<file path="config.mk">
export PLATFORM = sky130hd
export DESIGN_NAME = regfile_mp
export DESIGN_NICKNAME = d
export VERILOG_FILES = /design/src/rtl/regfile_mp.sv
export SDC_FILE = /design/constraint.sdc
export NUM_CORES = 2
export LEC_CHECK = 0
export CORE_MARGIN = 4
export CORE_UTILIZATION = 40
export CTS_BUF_LIST = sky130_fd_sc_hd__clkbuf_16
export CTS_CLUSTER_DIAMETER = 200
export DETAILED_ROUTE_END_ITERATION = 10
export PLACE_DENSITY = 0.66
export SYNTH_ARGS = -nofsm -noshare
export SYNTH_HDL_FRONTEND = slang
export SYNTH_SLANG_ARGS = --single-unit
</file>
<file path="constraint.sdc">
create_clock -name clk -period 2.3 [get_ports clk]
set_clock_uncertainty 0.1 [all_clocks]
set_input_delay 0.46 -clock clk [delete_from_list [all_inputs] [get_ports clk]]
set_output_delay 0.46 -clock clk [all_outputs]
set_load 0.1 [all_outputs]
</file>
<file path="src/rtl/regfile_mp.sv">
// Multi-port register file: NRD registered read ports, NWR prioritised write ports.
// Define REGFILE_MP_BYPASS_EN for write-first same-edge reads; read-first otherwise.
module regfile_mp #(
    parameter int DATA_W  = 32,
    parameter int ADDR_W  = 5,
    parameter int NRD     = 2,
    parameter int NWR     = 2,
    parameter int ZERO_R0 = 1,
    parameter int DBG_IDX = 3
) (
    input  logic                  clk,
    input  logic                  rst_n,
    input  logic                  stall,
    input  logic [NRD*ADDR_W-1:0] raddr,
    output logic [NRD*DATA_W-1:0] rdata,
    input  logic [NWR-1:0]        wen,
    input  logic [NWR*ADDR_W-1:0] waddr,
    input  logic [NWR*DATA_W-1:0] wdata,
    output logic [DATA_W-1:0]     dbg_val,
    output logic                  wr_conflict
);
    localparam int                DEPTH    = 2 ** ADDR_W;
    localparam bit                HAS_ZERO = (ZERO_R0 != 0);
    localparam logic [ADDR_W-1:0] DBG_A    = ADDR_W'(DBG_IDX);

    generate
        if (NRD < 1 || NRD > 4) begin : g_bad_nrd
            $error("regfile_mp: NRD must be in 1..4");
        end
        if (NWR < 1 || NWR > 4) begin : g_bad_nwr
            $error("regfile_mp: NWR must be in 1..4");
        end
        if (DBG_IDX < 0 || DBG_IDX >= DEPTH) begin : g_bad_dbg
            $error("regfile_mp: DBG_IDX must address an existing register");
        end
    endgenerate

    logic [ADDR_W-1:0] wa [NWR];
    logic [DATA_W-1:0] wd [NWR];
    logic [ADDR_W-1:0] ra [NRD];

    genvar g;
    generate
        for (g = 0; g < NWR; g++) begin : g_wunpack
            assign wa[g] = waddr[g*ADDR_W +: ADDR_W];
            assign wd[g] = wdata[g*DATA_W +: DATA_W];
        end
        for (g = 0; g < NRD; g++) begin : g_runpack
            assign ra[g] = raddr[g*ADDR_W +: ADDR_W];
        end
    endgenerate

    // A write to the hard-wired zero register is not a real write, so it can neither win nor collide.
    logic [NWR-1:0] wvalid;
    always_comb begin
        wvalid = '0;
        for (int j = 0; j < NWR; j++) begin
            wvalid[j] = wen[j] && !(HAS_ZERO && (wa[j] == '0));
        end
    end

    logic [NWR-1:0] wwin;
    logic           conflict_d;
    always_comb begin
        wwin       = '0;
        conflict_d = 1'b0;
        for (int j = 0; j < NWR; j++) begin
            wwin[j] = wvalid[j];
            for (int k = 0; k < j; k++) begin
                if (wvalid[k] && (wa[k] == wa[j])) begin
                    wwin[j] = 1'b0;
                end
            end
            if (wvalid[j] && !wwin[j]) begin
                conflict_d = 1'b1;
            end
        end
    end

    logic [DATA_W-1:0] mem_q [DEPTH];
    logic [DATA_W-1:0] mem_d [DEPTH];

    // Winners always target distinct addresses, so the loop order is irrelevant.
    always_comb begin
        mem_d = mem_q;
        for (int j = 0; j < NWR; j++) begin
            if (wwin[j]) begin
                mem_d[wa[j]] = wd[j];
            end
        end
    end

    logic [DATA_W-1:0] rd_val [NRD];
    logic [DATA_W-1:0] rd_d   [NRD];
    logic [DATA_W-1:0] rd_q   [NRD];

    always_comb begin
        for (int i = 0; i < NRD; i++) begin
            rd_val[i] = mem_q[ra[i]];
            if (HAS_ZERO && (ra[i] == '0)) begin
                rd_val[i] = '0;
            end
`ifdef REGFILE_MP_BYPASS_EN
            for (int j = 0; j < NWR; j++) begin
                if (wwin[j] && (wa[j] == ra[i])) begin
                    rd_val[i] = wd[j];
                end
            end
`endif
            rd_d[i] = stall ? rd_q[i] : rd_val[i];
        end
    end

    logic conflict_q;

    always_ff @(posedge clk or negedge rst_n) begin
        if (!rst_n) begin
            for (int a = 0; a < DEPTH; a++) begin
                mem_q[a] <= '0;
            end
            for (int i = 0; i < NRD; i++) begin
                rd_q[i] <= '0;
            end
            conflict_q <= 1'b0;
        end else begin
            mem_q      <= mem_d;
            rd_q       <= rd_d;
            conflict_q <= conflict_d;
        end
    end

    generate
        for (g = 0; g < NRD; g++) begin : g_rpack
            assign rdata[g*DATA_W +: DATA_W] = rd_q[g];
        end
    endgenerate

    assign dbg_val     = (HAS_ZERO && (DBG_IDX == 0)) ? '0 : mem_q[DBG_A];
    assign wr_conflict = conflict_q;

endmodule

</file>
==> results.py <==
metrics = {
    "detailed_routing": {
        "drc": 0,
        "drt-pass1-iter-count": 5,
        "vias_per_cell": 6.25,
        "drtAntennaViolNets": 0,
        "vias": 50200,
        "wl_per_cell_microns": 31.8,
        "routed_wl_microns": 255000,
        "drtIter0Drc": 4665,
    },
    "synth": {
        "synthesis.yosys.warnings": 0,
        "syn_avg_cell_area_sq_um": 13.1,
        "synthFlopType": "dfrtp_1",
        "syn_nets": 5462,
        "synthArstFlopShare_pct": 100,
        "syn_area_sq_mm": 0.0702,
        "yosysSeqAreaShare_pct": 38.8,
        "synth_area_leaders": "dfrtp_1, mux2_2, mux4_2",
        "synth_top_area_cell": "dfrtp_1",
        "synth_top_area_share_pct": 38.8,
        "synth-edff-count": 0,
        "netlist_instances": 5373,
        "synth_cell_types": 56,
        "ys_ff_latch": 1089,
    },
    "sta": {
        "fin_crit_ps": 2270,
        "post-route-period-util_pct": 98.6,
        "whs_ps": 129,
        "grt_setup_unrepaired": "true",
        "timing.fmax_ghz": 0.441,
        "slew_viol_final": 0,
        "hold_violations": 0,
        "finalSetupViolCount": 0,
        "slew_headroom_pct": 43.5,
        "worstMarginPinSlew_ps": 844,
    },
    "layout": {
        "final_cell_mix": "mux2_2, dfrtp_1, buf_4, mux2i_1, mux4_2",
        "instances_no_fill": 8027,
        "fin_util_pct": 47.6,
        "final_nets": 5701,
        "final_common_cell": "mux2_2",
        "area_growth_pct": 17.9,
        "drive_above_1_share_pct": 55.6,
    },
    "critical_path": {
        "worstPathMaxFanout": 10,
        "end_kind": "flip-flop",
        "start_kind": "input port",
        "arrival_ps": 2770,
        "cp.required_ps": 2800,
        "crit_type": "in2reg",
    },
    "hold_path": {
        "hp-class": "in2reg",
    },
    "pwr": {
        "peakVddDrop_mv": 0.612,
        "fin_total_pwr_mw": 68.9,
        "p_leak_nw": 35.4,
        "power_density_mw_per_mm2": 832,
    },
    "placement": {
        "gp_congestion": 0.944,
        "numPortBuffers": 185,
        "dp.cells": 7816,
        "hpwl_microns": 171000,
    },
    "die": {
        "die_h_microns": 427,
        "start_util_pct": 40.3,
        "core_area_sq_mm": 0.174,
        "die_area_sq_mm": 0.182,
        "num_io_pins": 186,
        "die_x_microns": 427,
        "row_count": 153,
    },
    "global_route": {
        "grt_usage_pct": 27.6,
        "grt_pass1_wl_microns": 369000,
        "grt_max_degree": 71,
        "grt_pass1_vias": 52000,
        "overflow": 0,
        "antenna_found_initial": 13,
    },
    "clocking": {
        "path_clk_slew_ps": 60,
        "clock_sinks": 1089,
        "ctsLongestPathBuffers": 3,
        "cts_inserted_buffers": 117,
        "cts_tree": "done",
        "root_buffer": "clkbuf_16",
        "clk_latency_ps": 760,
        "post_cts_buffers": 0,
        "cts_max_level": 3,
    },
    "job": {
        "drv_cap": 0,
    },
    "status": {
        "outcome": "complete, no violations",
    },
}
-- cells in the mapped netlist (all sizes together) (5+ instances only) --
cell,number
or4,32
dfrtp,1089
nand2,80
a2111oi,65
nor3,10
clkbuf,413
buf,274
nand2b,8
mux4,324
nand3,7
nand3b,6
a22oi,30
nor2b,9
o22a,31
mux2i,378
a21oi,127
o211ai,30
o21ai,64
mux2,2048
or3,5
a22o,30
o22ai,93
nor2,145
nand4b,33
-- per-stage QoR --
stage	instance area, sq um	setup TNS [ps]	setup slack (ps)
after floorplan	70300	-1190	-59.3
after global placement	79300	-620390	-777
after detailed placement	79300	-633320	-774
after CTS	82800	0	9.97
after global routing	82800	-1.95	-1.95
final	82900	0	31.9
-- report_power, final --
| group | internal (mW) | total (mW) | switching, mW |
|---|---|---|---|
| Combinational | 12.5 | 22.5 | 10.0 |
| Sequential | 24.2 | 28.2 | 4.06 |
| Clock | 9.98 | 18.2 | 8.24 |
-- cell type report --
class,instances,area [sq um]
Inverter,2,7.51
Tap cell,2325,2910
Clock inverter,88,583
Sequential cell,1089,27300
Multi-Input combinational cell,3595,39900
Timing Repair Buffer,807,9210
Antenna cell,3,7.51
Clock buffer,118,2950
Fill cell,15200,91300
-- registers in the layout (all words and copies together) (netlist names) --
register	flops
wr_conflict	1
dbg_val	32
rdata	64
mem_q	992
-- critical path, stage by stage --
cell and delay, ps:
clkdlybuf4s50_1 480, buf_4 170, nand2b_1 200, nor2_1 650, o211ai_4 170, buf_12 200, buf_12 160, mux2_2 270
-- final timing paths --
kind | startpoint | end | slack, ps | depth (start not counted)
min in group asynchronous | rst_n | mem_q[546] | 160 | 2
setup reg to reg | mem_q[521] | rdata[41] | 60 | 5
setup / recovery | waddr[8] | mem_q[315] | 30 | 8
max in group asynchronous | rst_n | mem_q[473] | 970 | 4
hold / removal | stall | rdata[13] | 130 | 4
hold reg to reg | mem_q[1020] | mem_q[1020] | 300 | 0
-- repair_timing --
| action | in CTS | in global routing |
|---|---|---|
| resized for setup | 0 | 6 |
| hold buffers | 1 | 0 |
| hold endpoints to repair | 420 | 0 |
| endpoints found under the setup margin | 0 | 40 |
-- routing by layer --
layer / global-route usage (%) / up-vias / share of wire (%)
met5: 0 / - / 0.0047
met4: 14.5 / 2 / 5.8
met3: 5.13 / 655 / 7.8
met2: 45.3 / 2287 / 48
met1: 34.6 / 26400 / 39
li1: - / 20800 / -
-- kinds of logic (layout without fill, tap and decap cells) --
| group | after synthesis | in the layout | synth area share [%] |
|---|---|---|---|
| mux | 2750 | 2750 | 48.6 |
| flops | 1089 | 1089 | 38.8 |
| buf+inv | 689 | 1015 | 4.95 |
| compound gates | 483 | 483 | 4.92 |
| simple gates | 357 | 357 | 2.67 |
| xor+xnor | 5 | 5 | 0.0623 |
| other cells | 0 | 3 | 0 |
Note: power is estimated with default switching activity, not from simulation.
